File: src/rtl/packet_generator.sv
// AXI-Stream test-traffic source: emits a programmed number of fixed-length packets
// with a selectable payload pattern, optional inter-packet gap, restart and graceful stop.
module packet_generator #(
  parameter int DATA_WIDTH  = 512,
  parameter int LEN_WIDTH   = 8,
  parameter int DEFAULT_LEN = 4,
  parameter int GAP_WIDTH   = 16
) (
  input  logic                    clk,
  input  logic                    resetn,
  input  logic [63:0]             packet_count,
  input  logic [LEN_WIDTH-1:0]    packet_length,
  input  logic [GAP_WIDTH-1:0]    gap_cycles,
  input  logic [1:0]              mode,
  input  logic                    start,
  input  logic                    stop,
  output logic                    busy,
  output logic [63:0]             packets_sent,
  output logic [DATA_WIDTH-1:0]   AXIS_TX_TDATA,
  output logic [DATA_WIDTH/8-1:0] AXIS_TX_TKEEP,
  output logic                    AXIS_TX_TVALID,
  output logic                    AXIS_TX_TLAST,
  input  logic                    AXIS_TX_TREADY
);
  localparam int LANES = DATA_WIDTH / 64;
  localparam logic [31:0] LFSR_SEED = 32'h7FFF_FFFF;

  typedef enum logic [1:0] {IDLE, SEND, GAP} state_t;
  state_t state_reg, state_next;

  logic                 pending_reg;
  logic                 stop_armed_reg;
  logic [LEN_WIDTH-1:0] len_reg;
  logic [LEN_WIDTH-1:0] beat_idx_reg;
  logic [GAP_WIDTH-1:0] gap_reg;
  logic [GAP_WIDTH-1:0] gap_cnt_reg;
  logic [1:0]           mode_reg;
  logic [63:0]          remaining_reg;
  logic [63:0]          counter_reg;
  logic [63:0]          packet_num_reg;
  logic [63:0]          packets_sent_reg;
  logic [31:0]          lfsr_reg;

  logic take;
  logic accept;
  logic last_accept;
  logic end_run;
  logic [DATA_WIDTH-1:0] lane_data;

  // A run is launched from IDLE whenever a start request is pending.
  assign take        = (state_reg == IDLE) && pending_reg;
  assign accept      = AXIS_TX_TVALID && AXIS_TX_TREADY;
  assign last_accept = accept && AXIS_TX_TLAST;
  assign end_run     = (remaining_reg == 64'd1) || pending_reg || start || stop || stop_armed_reg;

  always_ff @(posedge clk) begin
    if (!resetn) begin
      state_reg <= IDLE;
    end else begin
      state_reg <= state_next;
    end
  end

  always_comb begin
    state_next = state_reg;
    case (state_reg)
      IDLE: begin
        if (pending_reg && (packet_count != 64'd0)) begin
          state_next = SEND;
        end
      end
      SEND: begin
        if (last_accept) begin
          if (end_run) begin
            state_next = IDLE;
          end else if (gap_reg != '0) begin
            state_next = GAP;
          end
        end
      end
      GAP: begin
        if (pending_reg || start || stop) begin
          state_next = IDLE;
        end else if (gap_cnt_reg == GAP_WIDTH'(1)) begin
          state_next = SEND;
        end
      end
      default: state_next = IDLE;
    endcase
  end

  always_comb begin
    busy           = (state_reg != IDLE);
    AXIS_TX_TVALID = (state_reg == SEND);
    AXIS_TX_TLAST  = (state_reg == SEND) && (beat_idx_reg == len_reg);
    AXIS_TX_TKEEP  = '1;
  end

  // stop has priority over start when both arrive together.
  always_ff @(posedge clk) begin
    if (!resetn) begin
      pending_reg <= 1'b0;
    end else if (stop) begin
      pending_reg <= 1'b0;
    end else if (start) begin
      pending_reg <= 1'b1;
    end else if (take) begin
      pending_reg <= 1'b0;
    end
  end

  always_ff @(posedge clk) begin
    if (!resetn) begin
      stop_armed_reg <= 1'b0;
    end else if (state_reg != SEND) begin
      stop_armed_reg <= 1'b0;
    end else if (stop) begin
      stop_armed_reg <= 1'b1;
    end
  end

  always_ff @(posedge clk) begin
    if (!resetn) begin
      len_reg          <= LEN_WIDTH'(DEFAULT_LEN);
      gap_reg          <= '0;
      mode_reg         <= '0;
      remaining_reg    <= '0;
      counter_reg      <= '0;
      packet_num_reg   <= '0;
      packets_sent_reg <= '0;
      lfsr_reg         <= LFSR_SEED;
      beat_idx_reg     <= LEN_WIDTH'(1);
    end else if (take) begin
      len_reg          <= (packet_length == '0) ? LEN_WIDTH'(DEFAULT_LEN) : packet_length;
      gap_reg          <= gap_cycles;
      mode_reg         <= mode;
      remaining_reg    <= packet_count;
      counter_reg      <= '0;
      packet_num_reg   <= '0;
      packets_sent_reg <= '0;
      lfsr_reg         <= LFSR_SEED;
      beat_idx_reg     <= LEN_WIDTH'(1);
    end else if (accept) begin
      counter_reg <= counter_reg + 64'd1;
      lfsr_reg    <= {lfsr_reg[30:0], lfsr_reg[30] ^ lfsr_reg[27]};
      if (AXIS_TX_TLAST) begin
        beat_idx_reg     <= LEN_WIDTH'(1);
        packet_num_reg   <= packet_num_reg + 64'd1;
        remaining_reg    <= remaining_reg - 64'd1;
        packets_sent_reg <= packets_sent_reg + 64'd1;
      end else begin
        beat_idx_reg <= beat_idx_reg + LEN_WIDTH'(1);
      end
    end
  end

  always_ff @(posedge clk) begin
    if (!resetn) begin
      gap_cnt_reg <= '0;
    end else if ((state_reg == SEND) && (state_next == GAP)) begin
      gap_cnt_reg <= gap_reg;
    end else if (state_reg == GAP) begin
      gap_cnt_reg <= gap_cnt_reg - GAP_WIDTH'(1);
    end
  end

  assign packets_sent = packets_sent_reg;

  // Mode 2 lane map: counter, packet number, then their complements in the top two lanes.
  genvar gi;
  generate
    for (gi = 0; gi < LANES; gi++) begin : g_lane
      if (gi == 0) begin : g_cnt
        assign lane_data[gi*64 +: 64] = counter_reg;
      end else if (gi == 1) begin : g_pkt
        assign lane_data[gi*64 +: 64] = packet_num_reg;
      end else if (gi == LANES - 2) begin : g_npkt
        assign lane_data[gi*64 +: 64] = ~packet_num_reg;
      end else if (gi == LANES - 1) begin : g_ncnt
        assign lane_data[gi*64 +: 64] = ~counter_reg;
      end else begin : g_zero
        assign lane_data[gi*64 +: 64] = '0;
      end
    end
  endgenerate

  always_comb begin
    case (mode_reg)
      2'd0:    AXIS_TX_TDATA = {(DATA_WIDTH/8){counter_reg[7:0]}};
      2'd1:    AXIS_TX_TDATA = {LANES{counter_reg}};
      2'd2:    AXIS_TX_TDATA = lane_data;
      default: AXIS_TX_TDATA = {(DATA_WIDTH/32){lfsr_reg}};
    endcase
  end

endmodule

File: config.mk
export PLATFORM = sky130hd
export DESIGN_NAME = packet_generator
export DESIGN_NICKNAME = d
export VERILOG_FILES = /design/src/rtl/packet_generator.sv
export SDC_FILE = /design/constraint.sdc
export NUM_CORES = 1
export LEC_CHECK = 0
export ABC_CLOCK_PERIOD_IN_PS = 2600
export BUFFER_PORTS_ARGS = -buffer_cell sky130_fd_sc_hd__buf_2
export CAP_MARGIN = 10
export CORE_AREA = 2 2 288 290
export CTS_BUF_LIST = sky130_fd_sc_hd__clkbuf_16
export CTS_CLUSTER_SIZE = 14
export DETAILED_ROUTE_END_ITERATION = 16
export DIE_AREA = 0 0 290 292
export SKIP_LAST_GASP = 1
export SYNTH_ARGS = -nofsm -noshare
export SYNTH_HDL_FRONTEND = slang
export SYNTH_SLANG_ARGS = --single-unit
File: constraint.sdc
create_clock -name clk -period 2.6 [get_ports clk]
set_input_delay 0.52 -clock clk [delete_from_list [all_inputs] [get_ports clk]]
set_output_delay 0.52 -clock clk [all_outputs]
set_load 0.02 [all_outputs]
---- Word-level counts from Yosys, hierarchy flattened ----
Cells that the tools add are included.
W data, S select, Z words.
operators by class
  $add $sub $neg .......................... 6
  equal/unequal tests ..................... 9
  muxes and demuxes ....................... 17
  bitwise operators ....................... 4
  reduce and logical (&&, ||, !) cells .... 27
operator list
  operator                 number
  $pmux W512 S3            1
  $add A64 B1 Y64 const B  3
  $mux W64                 3
  $not A64 Y64             2
  $eq A64 B1 Y1 const B    1
  $reduce_bool A64 Y1      1
  $sub A64 B1 Y64 const B  1
  $mux W16                 2
  $eq A16 B1 Y1 const B    1
  $mux W8                  2
  $reduce_bool A16 Y1      1
  $sub A16 B1 Y16 const B  1
  $mux W2                  6
  $reduce_bool A2 Y1       5
  $add A8 B1 Y8 const B    1
  $eq A8 B8 Y1             1
  $logic_not A8 Y1         1
  $eq A2 B2 Y1 const B     3
  $logic_and A1 B1 Y1      6
  $logic_or A1 B1 Y1       6
  $pmux W2 S3              1
  $reduce_or A2 Y1         3
  $eq A2 B1 Y1 const B     2
  $logic_not A2 Y1         2
  5 further kinds          7
word-level totals
  flip-flop bits (word level) ............. 342
  bits of input ports ..................... 95

---- Longest topological paths before layout ----
  depth after elaboration ................. 11
  gate-level depth with buffers ........... 10
  gate-level depth less buffers ........... 7

---- Least setup slack after synthesis ----
OpenSTA, ideal clock, no wires.
  path type ............................... reg-to-output
  start point ............................. register mode_reg[0]
  end point ............................... output port AXIS_TX_TDATA[123]
  arrival time ............................ 2.210 ns
  required time ........................... 2.080 ns
  path slack .............................. -0.130 ns
  cell stages (with the launch flop) ...... 7
  path through ............................ dfxtp_1 -> clkbuf_1 -> clkbuf_1 -> a21boi_0 -> o21ai_0 -> a21oi_1 -> nor2_1
between the ends
  cells in the longest elaborated chain, start to end .. 2
  elaborated cells on any way between the ends .. 4
RTL lines
  item                                  line  RTL
  start, declared                       37    logic [1:0] mode_reg;
  start signal, assigned                136   mode_reg <= mode;
  $eq A2 B2 Y1 (tied with other cells)  188   case (mode_reg)
  $pmux W512 S3 *                       188
  end, declared                         19    output logic [DATA_WIDTH-1:0] AXIS_TX_TDATA,
Every way passes the cells marked *; elsewhere a longest branch is shown, timed or not.

---- Worst setup path in the final report ----
  start point ............................. register mode_reg[0]
  end point ............................... output port AXIS_TX_TDATA[159]
Same word-level chain as after synthesis.

==> summary.txt <==
Run status
  • Status: finished, violations left
  • Failing checks: negative setup slack

STA
  • Final critical-path setup slack: -0.281 ns
  • Final min period: 2.88 ns
  • Worst Tran Pin Value: 0.683 ns
  • Setup TNS Final: -60.51 ns
  • Tcrit/Tclk final: 111%
  • Final slew viol count: 0
  • Unrepaired setup endpoints after global routing: yes
  • Max-slew headroom: 54.4%
  • Final setup fails: 459
  • Fin Hold WS: 0.183 ns
  • Count of final hold-check violations: 0
  • Clk_skew: 0.0265 ns
  • Max Freq: 0.347 GHz

Worst setup path
  • Startpoint Class: flop
  • R2R setup slack: 0.11 ns
  • Setup Crit Path Kind: reg -> out
  • Crit-path max cell delay: 0.40 ns
  • Worst EP required: 2.08 ns
  • Crit-path cells: buf_8, clkbuf_16, a21oi_1, nor2_1, a21oi_2, buf_4, inv_1, buf_2
  • Worst EP arrival: 2.36 ns
  • CP Max Fanout: 14
  • Critical-path top delay cell: dfxtp_4
  • Setup crit end kind: output pin

Global routing
  • First-pass GRT wire length: 168 mm
  • Initial antenna violation count: 5
  • Met3 Usage GRT: 4.95%
  • Pin count of the biggest net entering global routing: 97
  • Global routing usage on met1: 31.6%
  • Vias in the first global route: 24,700
  • Gr ovfl total: 0
  • Total track usage: 26.4%
  • Met2 usage: 43.6%
  • GRT busiest layer: met2

Final layout
  • Commonest non-fill, non-tap cell in the layout: buf_2
  • Reg area: 6850 sq um
  • Most frequent cells in the layout: buf_2 (593), nand2_1 (403), buf_4 (374), dfxtp_1 (340), a21oi_1 (289)
  • Multi-input gate area: 14,200 sq um
  • Layout cells sized above 1: 33.4%
  • # fillers: 8,615
  • NumNets Final: 4,053
  • Area added between synthesis and finish: 36.4%

Drt
  • Initial DRC Count: 2,805
  • Antenna Nets Post-Route: 0
  • DR WL/cell: 23.6 um
  • Vias: 27,400
  • First-pass DRT Iterations: 5
  • DRC Markers: 0
  • Total wire length: 119 mm
  • Avg Vias per Cell: 5.43

Logic synthesis
  • Main area contributors after synthesis: dfxtp_1 (30%), buf_4 (8.4%), a21oi_1 (8.3%), nand2_1 (6.7%), nor2_1 (4.7%)
  • Post-synth EDFFs: 0
  • Async S/R FF share, synth: 0%
  • Synth Cell Area: 23,000 sq um
  • Syn Area/Cell: 7.04 sq um
  • Distinct cells, synth: 69
  • Yosys warning count: 0
  • Post-synthesis sequential area ratio: 29.8%
  • Share of the synthesized area in the top cell type: 29.8%
  • Syn Inst Count: 3,261
  • Yosys top cell by area: dfxtp_1
  • Main synth FF type: dfxtp_1
  • Flops & latches, synth: 342

Clocking
  • Clk_lat worst skew: 0.60 ns
  • CTS Buffer Depth: 3
  • CTS Sinks: 342
  • CTS root buf: clkbuf_16
  • TritonCTS clock tree: done
  • CTS buffer count: 45
  • Clock slew seen by the registers of the worst setup and hold paths: 0.06 ns
  • CTS Hold Bufs: 0
  • # H-tree levels: 2

Placement
  • DP HPWL: 92.5 mm
  • Global placer's final weighted congestion: 1.07
  • PortBufs: 673

Floorplanning
  • Core area: 81,600 sq um
  • Starting Density: 28.1%
  • I/O pins: 738
  • Die W: 290 um
  • Die area: 84,700 sq um
  • Row count: 105
  • Die height: 292 um

Power and ir drop
  • Lkg Pwr: 13.6 nW
  • Power Density: 427 nW/um^2
  • Worst ir drop on vdd: 368 uV
  • Power Total: 13.4 mW

Min path
  • Min-delay worst type: in -> reg

Flow run
  • Max-capacitance violation count: 0
-- metrics by stage --
stage / instance area (sq um) / utilization (%) / setup WS, ns / cells
2_1_floorplan: 23200 / - / 0.0481 / 3324
3_3_place_gp: 27900 / 34.1 / -0.0789 / 4919
3_5_place_dp: 27900 / 34.1 / -0.0271 / 4919
4_1_cts: 30400 / 37.2 / -0.310 / 5020
5_1_grt: 31300 / 38.4 / -0.324 / 5050
6_report: 31300 / 38.4 / -0.281 / 5052
-- layer usage --
layer | up-vias | part of all wire [%]
met5 | - | 0.0067
met4 | 2 | 7.7
met3 | 326 | 8.2
met2 | 1462 | 46
met1 | 13100 | 38
li1 | 12600 | -
-- cells in the mapped netlist, types with 8 or more instances --
library cell / number
xnor2_1: 100
dfxtp_1: 342
nand2b_1: 78
a22oi_1: 9
ha_1: 8
nor4_1: 76
mux2i_1: 13
and3_1: 28
o211ai_1: 51
and2_1: 20
o21a_1: 13
clkbuf_1: 183
or3_1: 58
nand4_1: 96
and4_1: 22
a21oi_1: 379
o31ai_1: 33
or4_1: 55
inv_1: 113
a211oi_1: 14
o21ai_0: 172
buf_1: 19
a21o_1: 15
nand3_1: 116
buf_2: 14
nor3_1: 82
a31oi_1: 44
o21bai_1: 8
buf_4: 256
nor2_1: 285
nor2b_1: 21
xor2_1: 40
nand2_1: 408
o311ai_0: 17
-- area by class of cell --
class | count | area share (%)
Tap cell | 1070 | 4.28
Sequential cell | 342 | 21.9
Clock buffer | 45 | 3.60
Antenna cell | 2 | 0.0160
Inverter | 114 | 1.42
Timing Repair Buffer | 1051 | 22.7
Clock inverter | 32 | 0.763
Multi-Input combinational cell | 2396 | 45.3
-- report_power, final --
group / internal, mW / switching [mW] / total [mW]
Clock: 3.43 / 2.61 / 6.04
Sequential: 5.31 / 0.107 / 5.42
Combinational: 0.636 / 1.28 / 1.92
Total: 9.38 / 4.00 / 13.4
-- critical path: cells and delay by family, from the launching register on --
kind / cells / cell delay (ns)
and+or+nand+nor: 1 / 0.09
AOI/OAI and AO/OA: 2 / 0.47
DFF: 1 / 0.40
buffers and inverters: 5 / 0.80
-- path summary, 6_finish.rpt --
kind / startpoint / to / cells past startpoint
worst max-delay path: mode_reg[0] / AXIS_TX_TDATA[159] / 8
worst min-delay path: gap_cycles[9] / gap_reg[9] / 3
worst max register to register: beat_idx_reg[5] / packet_num_reg[44] / 8
worst min register to register: len_reg[3] / len_reg[3] / 2
-- cell families (layout without fill, tap and decap cells) --
group                      after synthesis  in the layout  synth area share (%)
and+or+nand+nor                       1381           1381                  30.1
AOI/OAI and AO/OA                      788            788                  19.8
buffers and inverters                  586           1242                  13.8
DFF                                    342            342                  29.8
xor gates and xnor gates               140            140                  5.34
muxes                                   15             15                 0.665
adders and majority gates                8              8                 0.436
other                                    1             66                0.0163
-- repair_timing --
item,in CTS,in global routing
endpoints found under the setup margin,495,522
gates cloned,5,2
buffers inserted,19,30
gates resized for setup,231,202
pin swaps,18,20
Note: power is estimated with default switching activity, not from simulation.
